$ cat config.mk
export PLATFORM = sky130hd
export DESIGN_NAME = lsb_mem_ctrl
export DESIGN_NICKNAME = d
export VERILOG_FILES = /design/src/rtl/lsb_mem_ctrl.sv
export SDC_FILE = /design/constraint.sdc
export NUM_CORES = 1
export LEC_CHECK = 0
export ABC_AREA = 1
export BUFFER_PORTS_ARGS = -buffer_cell sky130_fd_sc_hd__buf_2
export CAP_MARGIN = 20
export CORE_UTILIZATION = 56
export DETAILED_ROUTE_END_ITERATION = 7
export PLACE_DENSITY_LB_ADDON = 0.05
export SYNTH_ARGS = -nofsm -noshare
export SYNTH_HDL_FRONTEND = slang
export SYNTH_SLANG_ARGS = --single-unit
$ cat constraint.sdc
create_clock -name clk_in -period 3.07 [get_ports clk_in]
set_input_delay 0.614 -clock clk_in [delete_from_list [all_inputs] [get_ports clk_in]]
set_output_delay 0.614 -clock clk_in [all_outputs]
set_load 0.005 [all_outputs]
$ cat src/rtl/lsb_mem_ctrl.sv
// Byte-serial memory responder for the load/store buffer and the instruction fetcher.
// One request at a time is spread over the 8-bit RAM/IO bus; loads and fetches finish with an extended result.
module lsb_mem_ctrl #(
    parameter int         ADDR_W = 32,
    parameter logic [1:0] IO_HI  = 2'b11
) (
    input  logic              clk_in,
    input  logic              rst_n_in,
    input  logic              rdy_in,
    input  logic              clear_in,
    input  logic              io_buffer_full,
    input  logic [7:0]        mem_din,
    output logic [7:0]        mem_dout,
    output logic [ADDR_W-1:0] mem_a,
    output logic              mem_wr,
    input  logic              lsb_req,
    input  logic [3:0]        lsb_type,
    input  logic [ADDR_W-1:0] lsb_addr,
    input  logic [31:0]       lsb_data,
    output logic              lsb_ready,
    output logic              lsb_done,
    output logic [31:0]       lsb_result,
    input  logic              if_req,
    input  logic [ADDR_W-1:0] if_addr,
    output logic              if_ready,
    output logic              if_done,
    output logic [31:0]       if_inst
);

    typedef enum logic [1:0] {IDLE, LOAD, STORE, FETCH} state_t;

    typedef struct packed {
        logic [2:0]        func3;
        logic [ADDR_W-1:0] addr;
        logic [31:0]       data;
    } req_t;

    state_t          state_q, state_d;
    req_t            req_q;
    logic [2:0]      step_q, step_nx, nb;
    logic [3:0][7:0] rbuf_q, nbuf;
    logic [1:0]      lane;
    logic [31:0]     ext;
    logic            wr_q, lsb_done_q, if_done_q;
    logic            rdy_q, finish, io_stall;
    logic [7:0]      din_save, din_eff;

    assign step_nx = step_q + 3'd1;
    assign lane    = step_q[1:0] - 2'd1;

    always_comb begin
        case (req_q.func3[1:0])
            2'b00:   nb = 3'd1;
            2'b01:   nb = 3'd2;
            default: nb = 3'd4;
        endcase
    end

    // The RAM keeps reading the held address while frozen, so the byte that was
    // valid in the first frozen cycle is kept and replayed on the resume cycle.
    assign din_eff = rdy_q ? mem_din : din_save;

    always_comb begin
        nbuf = rbuf_q;
        if (step_q >= 3'd1 && step_q <= nb)
            nbuf[lane] = din_eff;
    end

    always_comb begin
        case (req_q.func3)
            3'b000:  ext = {{24{nbuf[0][7]}}, nbuf[0]};
            3'b001:  ext = {{16{nbuf[1][7]}}, nbuf[1], nbuf[0]};
            3'b100:  ext = {24'b0, nbuf[0]};
            3'b101:  ext = {16'b0, nbuf[1], nbuf[0]};
            default: ext = nbuf;
        endcase
    end

    assign io_stall = (state_q == STORE) && (step_q < nb) &&
                      (mem_a[17:16] == IO_HI) && io_buffer_full;

    always_comb begin
        finish = 1'b0;
        case (state_q)
            LOAD, FETCH: finish = (step_q == nb + 3'd1);
            STORE:       finish = (step_q == nb);
            default:     finish = 1'b0;
        endcase
    end

    always_comb begin
        state_d = state_q;
        case (state_q)
            IDLE: begin
                if (lsb_req)
                    state_d = lsb_type[3] ? STORE : LOAD;
                else if (if_req && !clear_in)
                    state_d = FETCH;
            end
            FETCH:   if (clear_in || finish) state_d = IDLE;
            default: if (finish) state_d = IDLE;
        endcase
    end

    always_ff @(posedge clk_in or negedge rst_n_in) begin
        if (!rst_n_in) begin
            state_q <= IDLE;
        end else if (rdy_in) begin
            state_q <= state_d;
        end
    end

    always_ff @(posedge clk_in or negedge rst_n_in) begin
        if (!rst_n_in) begin
            rdy_q    <= 1'b1;
            din_save <= 8'h00;
        end else begin
            rdy_q <= rdy_in;
            if (!rdy_in && rdy_q)
                din_save <= mem_din;
        end
    end

    always_ff @(posedge clk_in or negedge rst_n_in) begin
        if (!rst_n_in) begin
            req_q      <= '0;
            step_q     <= 3'd0;
            rbuf_q     <= '0;
            mem_a      <= '0;
            mem_dout   <= 8'h00;
            wr_q       <= 1'b0;
            lsb_done_q <= 1'b0;
            if_done_q  <= 1'b0;
            lsb_result <= 32'h0;
            if_inst    <= 32'h0;
        end else if (rdy_in) begin
            lsb_done_q <= 1'b0;
            if_done_q  <= 1'b0;
            case (state_q)
                IDLE: begin
                    step_q <= 3'd0;
                    rbuf_q <= '0;
                    if (lsb_req) begin
                        req_q.func3 <= lsb_type[2:0];
                        req_q.addr  <= lsb_addr;
                        req_q.data  <= lsb_data;
                        mem_a       <= lsb_addr;
                        mem_dout    <= lsb_data[7:0];
                        wr_q        <= lsb_type[3];
                    end else if (if_req && !clear_in) begin
                        req_q.func3 <= 3'b010;
                        req_q.addr  <= if_addr;
                        mem_a       <= if_addr;
                        wr_q        <= 1'b0;
                    end
                end
                LOAD, FETCH: begin
                    if (!(state_q == FETCH && clear_in)) begin
                        step_q <= step_nx;
                        rbuf_q <= nbuf;
                        if (step_nx < nb)
                            mem_a <= req_q.addr + ADDR_W'(step_nx);
                        if (step_q == nb) begin
                            if (state_q == LOAD) begin
                                lsb_done_q <= 1'b1;
                                lsb_result <= ext;
                            end else begin
                                if_done_q <= 1'b1;
                                if_inst   <= nbuf;
                            end
                        end
                    end
                end
                STORE: begin
                    if (step_q < nb && !io_stall) begin
                        step_q <= step_nx;
                        if (step_nx < nb) begin
                            mem_a    <= req_q.addr + ADDR_W'(step_nx);
                            mem_dout <= req_q.data[{step_nx[1:0], 3'b000} +: 8];
                        end else begin
                            wr_q       <= 1'b0;
                            lsb_done_q <= 1'b1;
                        end
                    end
                end
                default: ;
            endcase
        end
    end

    assign mem_wr    = wr_q & rdy_in & ~io_stall;
    assign lsb_done  = lsb_done_q & rdy_in;
    assign if_done   = if_done_q & rdy_in;
    assign lsb_ready = (state_q == IDLE);
    assign if_ready  = (state_q == IDLE);

endmodule

==> results.md, run 1 <==
* CTS tree: yes
* Required time of the critical path at around 2.5 ns
* Clock latency on the worst-skew pair at roughly 0.52 ns
* Register area share after synthesis at 0.4695
* Residual DRC at 0
* Via/cell ratio at 5.347
* GRT met1 Usage at 0.4125
* Nature of the critical path endpoint: output pin
* GR peak layer: met2
* EDFF count, synth at 0
* ANT nets after route at 0
* Max-cap violations at 0
* Mapped Cells at 1614
* WL per Instance at approximately 16 um
* Slew HR at 0.3783
* Largest net degree at the start of global routing at 75
* GP Congestion at 0.9488
* Initial Utilization at 0.5759
* Synth unique cells at 40
* Critical path's largest stage delay at ~0.44 ns
* Post-layout net count at 1947
* PD cells at 1055 nW/um^2
* Status: completed
* Initial antenna violation count at 3
* Via count at 11240
* Num CTS Buffers at 24
* Seq cells post-synth at between 200 and 250
* Total core area at 20360 um^2
* Critical setup path kind: register to output pin
* Slowest cell on crit path: dfrtp_2
* Minimum clock period at just under 3 ns
* Die W at 146.7 um
* Area delta synth->final at 18.50%
* Arrival @ worst endpoint at 2.34 ns
* R2R cell count at 15
* Setup TNS Final at 0 ns
* Post-Syn Area per Cell at 7.266 um^2
* Crit-path cells: nor2_4 > clkinv_1 > ha_1 > inv_1 > ha_4 > a21oi_2 > nand2_1 > o211a_1 > buf_2
* Post-Route WL at 33240 um
* First drt pass iteration count at 7
* Hold crit path type: input port to asynchronous set/reset pin
* Final Core Density at 0.6824
* Proportion of layout cells with a drive suffix above 1 at 0.1808
* Root Driver: clkbuf_16
* Area contributors post-synth: dfrtp_1 (47%), nand2_1 (21%), nand3_1 (6.2%), nor2_1 (4.9%), o21ai_0 (4.1%)
* Top Ports at 224
* Commonest cells after routing, fill and taps aside: nand2_1 (648), buf_2 (222), dfrtp_1 (218)
* IO Port Bufs at between 200 and 250
* Clock-pin slew on the worst setup and hold paths at 0.06 ns
* Fraction of registers with async set or reset after synthesis at 1.000
* Syn nets at about 1700
* Unrepaired setup endpoints after global routing: no
* FF-to-FF Start: req_q[65]
* Total global routing overflow at 0
* Number of H-tree levels at 1
* Synth top area share at 0.4673
* DR iter-0 viols at approximately 670
* F_max at 338.1 MHz
* Clk_skew at roughly 0.010 ns
* Crit. path cell count at 9
* M2 GR Usage at 0.5187
* Final hold vios at 0
* Family with the most delay on the worst path: flip-flops
* Worst Path Max Fanout at 4
* Peak supply drop at 0.0005503 V
* Setup Fix Bufs, Post-CTS at 0
* Max-slew violations at 0
* First-pass GRT wire length at 53650 um
* P_leak at about 0.0075 uW
* CP startpoint kind: register
* Tot Pwr at 14660 uW
* Grt met3 use at 0.04534
* Clock sinks at 220
* Multi-input combinational cell area at roughly 5400 um^2
* Vias in the first global route at 10660
* Crit path buffers/inverters at 3
* CTS max path bufs at 3
* Seq. cell area at 5508 um^2
* HPWL after DPL at 23580 um
* All-Layer GR Usage at 0.3117
* Tcrit/Tclk final at 0.9634
* Synth Warn # at 0
* Fin area at approximately 14000 um^2
* Setup slack after layout at 0.1124 ns
* Core Rows at 52
* Number of fill cells at 1808
* Top_reg_cell synth: dfrtp_1
* Die height at about 150 um
* Slew of the pin with the lowest slew margin at around 0.93 ns
* Placed Area at 13070 um^2
* Yosys top cell by area: dfrtp_1
* Mapped Area at between 10000 and 15000 um^2
* Setup WS pre-CTS at 0.3564 ns
* Reg2reg setup slack at 0.41 ns
* Endpoints failing setup at 0
* Most common cell after layout, fill and taps aside: nand2_1
* Worst Setup SP: req_q[65]
* Die Area at 21530 um^2
## worst register-to-register path, stage by stage, from the launching register on
cell and delay (ns):
dfrtp_2 0.44, nor2_4 0.14, clkinv_1 0.10, ha_1 0.19, inv_1 0.11, ha_4 0.22
a21oi_2 0.12, nand2_1 0.10, nand2_2 0.11, buf_4 0.28, nand3_1 0.11, nand2_1 0.11
nand2_2 0.17, nand2_4 0.22, nor2_1 0.08, nor2_1 0.08
## area by class of cell
cell class,count,area share
flip-flops and latches,220,0.3963
well taps,270,0.02431
inverters,123,0.03322
repair buffers,250,0.09832
multi-input cells,1197,0.3898
clock inverters,3,0.002881
clock buffers,38,0.05501
diodes,1,0.0001801
## synthesized netlist by cell type (16+ instances only)
| cell type | count |
|---|---|
| o21ai_0 | 97 |
| nand3_1 | 145 |
| dfrtp_1 | 219 |
| o22ai_1 | 16 |
| buf_2 | 29 |
| a31oi_1 | 27 |
| a21oi_1 | 21 |
| nand2_1 | 648 |
| o21ai_1 | 16 |
| inv_1 | 112 |
| clkbuf_1 | 35 |
| nor2_1 | 152 |
## per-stage QoR
stage                     std cells  hold slack [ns]
final                          2102          0.03315
after global routing           2101          0.08262
after CTS                      2101          0.08973
after detailed placement       2060           0.4585
after global placement         2060           0.4537
after floorplan                1614           0.3184
## report_power, final
| part | total [uW] | switching (uW) | internal, uW | leakage (uW) |
|---|---|---|---|---|
| clock | 2950 | 1170 | 1780 | 0.000399 |
| combinational | 6760 | 4400 | 2360 | 0.00427 |
| sequential | 4950 | 858 | 4090 | 0.00280 |
| total | 14700 | 6440 | 8220 | 0.00746 |
## logic make-up (layout without fill, tap and decap cells)
kind of cell / Yosys count / after routing / share of synthesized area
simple gates: 975 / 975 / 0.3396
flops: 220 / 220 / 0.4695
buf+inv: 197 / 414 / 0.07063
compound gates: 193 / 193 / 0.09101
fa+ha+maj: 16 / 16 / 0.01771
mux: 10 / 10 / 0.009282
xor+xnor: 3 / 3 / 0.002241
other cells: 0 / 1 / 0
## routing by layer
metal  wire length [um]  up-vias  part of all wire
li1                   -     5542                 -
met4               1279        4             0.038
met3               2000       82             0.060
met5                 18        -           0.00054
met1              14130     5217              0.43
met2              15810      394              0.48
## repair_timing
action / in CTS / in global routing
endpoints found under the setup margin: 0 / 1
resized for setup: 0 / 5
hold buffers: 0 / 0
## final timing paths
path,to
min in group clk_in,req_q[31]
hold reg to reg,req_q[12]
max in group asynchronous,rdy_q
hold / removal,lsb_result[10]
setup reg to reg,lsb_result[26]
setup / recovery,mem_wr
## flip-flops by register name, summed over array words and instances, names as in the netlist
name and cells:
rbuf_q 32, lsb_result 32, req_q 67, wr_q 1, step_q 3, if_inst 32
rdy_q 1, if_done_q 1, mem_a 32, mem_dout 8, din_save 8, state_q 2
lsb_done_q 1
Note: power is estimated with default switching activity, not from simulation.
==> run 2: changes to the inputs <==
Settings changed: CORE_UTILIZATION 56 to 51.
==> results.md, run 2 (synthesis gave the netlist of run 1 again) <==
* Status: completed
* Setup TNS Final at 0 ns (unchanged)
* PD cells at 1065 nW/um^2 (+0.94%)
* Max-cap violations at 0 (unchanged)
* Clock latency on the worst-skew pair at 0.52 ns (about the same)
* Required time of the critical path at 2.46 ns (about the same)
* Crit-path cells: nor2_4 > clkinv_1 > ha_1 > inv_1 > ha_1 > a21oi_2 > nand2_2 > o211a_1 > buf_2
* Sequential power share at 0.333 (-0.005)
* Max-slew violations at 0 (unchanged)
* Setup Fix Bufs, Post-CTS at 0 (unchanged)
* Worst Path Max Fanout at 4 (unchanged)
* Post-layout net count at 1945 (-0.10%)
* CP startpoint kind: register
* Most common cell after layout, fill and taps aside: nand2_1
* Critical setup path kind: register to output pin
* Commonest cells after routing, fill and taps aside: nand2_1 (647), buf_2 (222), dfrtp_1 (218)
* First-pass GRT wire length at 55000 um (+2.5%)
* Number of H-tree levels at 1 (unchanged)
* Endpoints failing setup at 0 (unchanged)
* Crit. path cell count at 9 (unchanged)
* Unrepaired setup endpoints after global routing: no
* Slew of the pin with the lowest slew margin at 0.9336 ns (+0.002072 ns)
* Clk_skew at 0.009713 ns (-0.0003814 ns)
* Max FFs per register at 67 (unchanged)
* Pint at 8452 uW (+2.8%)
* Hold buffer count at CTS at 0 (unchanged)
* Die height at 153.6 um (+4.7%)
* Total global routing overflow at 0 (unchanged)
* Final hold vios at 0 (unchanged)
* Slowest cell on crit path: dfrtp_2
* P_leak at 0.007487 uW (+0.30%)
* Top Ports at 224 (unchanged)
* Tot Pwr at 14890 uW (+1.6%)
* CTS tree: yes
* Biggest register: req_q
* Minimum clock period at 2.958 ns (+0.0007670 ns)
* Initial Utilization at 0.5196 (-0.05631)
* Root Driver: clkbuf_16
* WL per Instance at 15.82 um (about the same)
* Placed Area at 13080 um^2 (about the same)
* Hold crit path type: input port to asynchronous set/reset pin
* Family with the most delay on the worst path: adder cells
* Sw Ratio at 0.4323 (-0.006783)
* Post-Route WL at 33510 um (+0.82%)
* Largest net degree at the start of global routing at 79 (+5.3%)
* Post-cts resize count at 0 (unchanged)
* CTS max path bufs at 3 (unchanged)
* HPWL after DPL at 23990 um (+1.7%)
* Clock-pin slew on the worst setup and hold paths at 0.06 ns (about the same)
* All-Layer GR Usage at 0.2900 (-0.02175)
* Fin area at 13980 um^2 (+0.61%)
* Vias in the first global route at 10520 (-1.3%)
* Critical path's largest stage delay at 0.44 ns (about the same)
* Total core area at 22570 um^2 (+11%)
* Clock power share at 0.216 (+0.015)
* GP Congestion at 0.9260 (-2.4%)
* Num CTS Buffers at 25 (+4.2%)
* Number of fill cells at 2144 (+19%)
* Die Area at 23610 um^2 (+9.7%)
* Tcrit/Tclk final at 0.9636 (about the same)
* Initial antenna violation count at 3 (unchanged)
* R2R cell count at 11 (-4)
* Proportion of layout cells with a drive suffix above 1 at 0.1807 (about the same)
* ANT nets after route at 0 (unchanged)
* Via count at 11110 (-1.1%)
* Cell repeated most along the worst path: ha_1
* Final Core Density at 0.6195 (-0.06296)
* P_sw at 6436 uW (about the same)
* Gate power share at 0.452 (-0.009)
* Clock sinks at 220 (unchanged)
* Die W at 153.6 um (+4.7%)
* Residual DRC at 0 (unchanged)
* Nature of the critical path endpoint: output pin
* Peak supply drop at 0.0005244 V (-4.7%)
* F_max at 338.0 MHz (about the same)
* IO Port Bufs at 223 (unchanged)
* First drt pass iteration count at 5 (-2)
* DR iter-0 viols at 701 (+5.1%)
* Area delta synth->final at 19.23%
* Via/cell ratio at 5.246 (-1.9%)
* Crit path buffers/inverters at 3 (unchanged)
* Slew HR at 0.3769 (-0.001383)
* Core Rows at 55 (+5.8%)
* Arrival @ worst endpoint at 2.34 ns (about the same)
-- run 2: cell types whose count changed in the layout (fill, tap and decap cells not counted), moves of 2 or more --
cell       delta
bufinv_16     +3
buf_4         -4
clkinv_4      +2
clkbuf_8      -2
-- run 2: worst paths after layout --
check | to | start | slack, ns
worst min-delay path | lsb_result[12] | rst_n_in | 0.06
worst max-delay path | mem_wr | req_q[65] | 0.11
max in group asynchronous | req_q[13] | rst_n_in | 2.09
worst min register to register | req_q[18] | req_q[18] | 0.47
worst max register to register | if_inst[0] | req_q[65] | 0.35
min in group clk_in | req_q[17] | lsb_data[17] | 0.30
-- run 2: layout make-up --
type | instances | area [um^2] | area share
flip-flops and latches | 220 | 5508 | 0.3939
multi-input cells | 1197 | 5406 | 0.3867
repair buffers | 247 | 1356 | 0.09700
clock buffers | 37 | 740.7 | 0.05298
inverters | 123 | 461.7 | 0.03302
well taps | 285 | 356.6 | 0.02550
clock inverters | 8 | 150.1 | 0.01074
diodes | 1 | 2.502 | 0.0001790
-- run 2: worst reg2reg max path, delay by kind of cell (launching register included) --
family | cells | cell delay (ns)
buffers and inverters | 2 | 0.18
flip-flops | 1 | 0.44
AO/OA/AOI/OAI | 3 | 0.75
adder cells (fa/ha/maj) | 2 | 0.45
AND/OR/NAND/NOR | 4 | 0.73
-- run 2: metrics by stage --
| stage | instances | setup slack (ns) | hold WS [ns] |
|---|---|---|---|
| detailed placement | 2072 | 0.3326 | 0.4591 |
| CTS | 2117 | 0.05813 | 0.08295 |
| global route | 2118 | 0.009943 | 0.1090 |
| global placement | 2072 | 0.3936 | 0.4537 |
| finish | 2118 | 0.1117 | 0.05909 |
| floorplan | 1614 | 0.5153 | 0.3184 |
-- run 2: power groups by stage --
stage / Sequential [uW] / Clock (uW) / Combinational, uW
6_report: 4950 / 3210 / 6730
5_1_grt: 5100 / 3370 / 7660
4_1_cts: 4940 / 3250 / 6710
3_5_place_dp: 4960 / 0 / 6690
3_3_place_gp: 4940 / 0 / 6570
2_1_floorplan: 4800 / 0 / 4590
-- run 2: layer usage --
layer / global-route usage / up-vias / share of wire
met4: 0.1005 / 4 / 0.029
met3: 0.03354 / 66 / 0.052
li1: - / 5554 / -
met5: 0 / - / 0.00069
met1: 0.3888 / 5153 / 0.44
met2: 0.4877 / 333 / 0.48
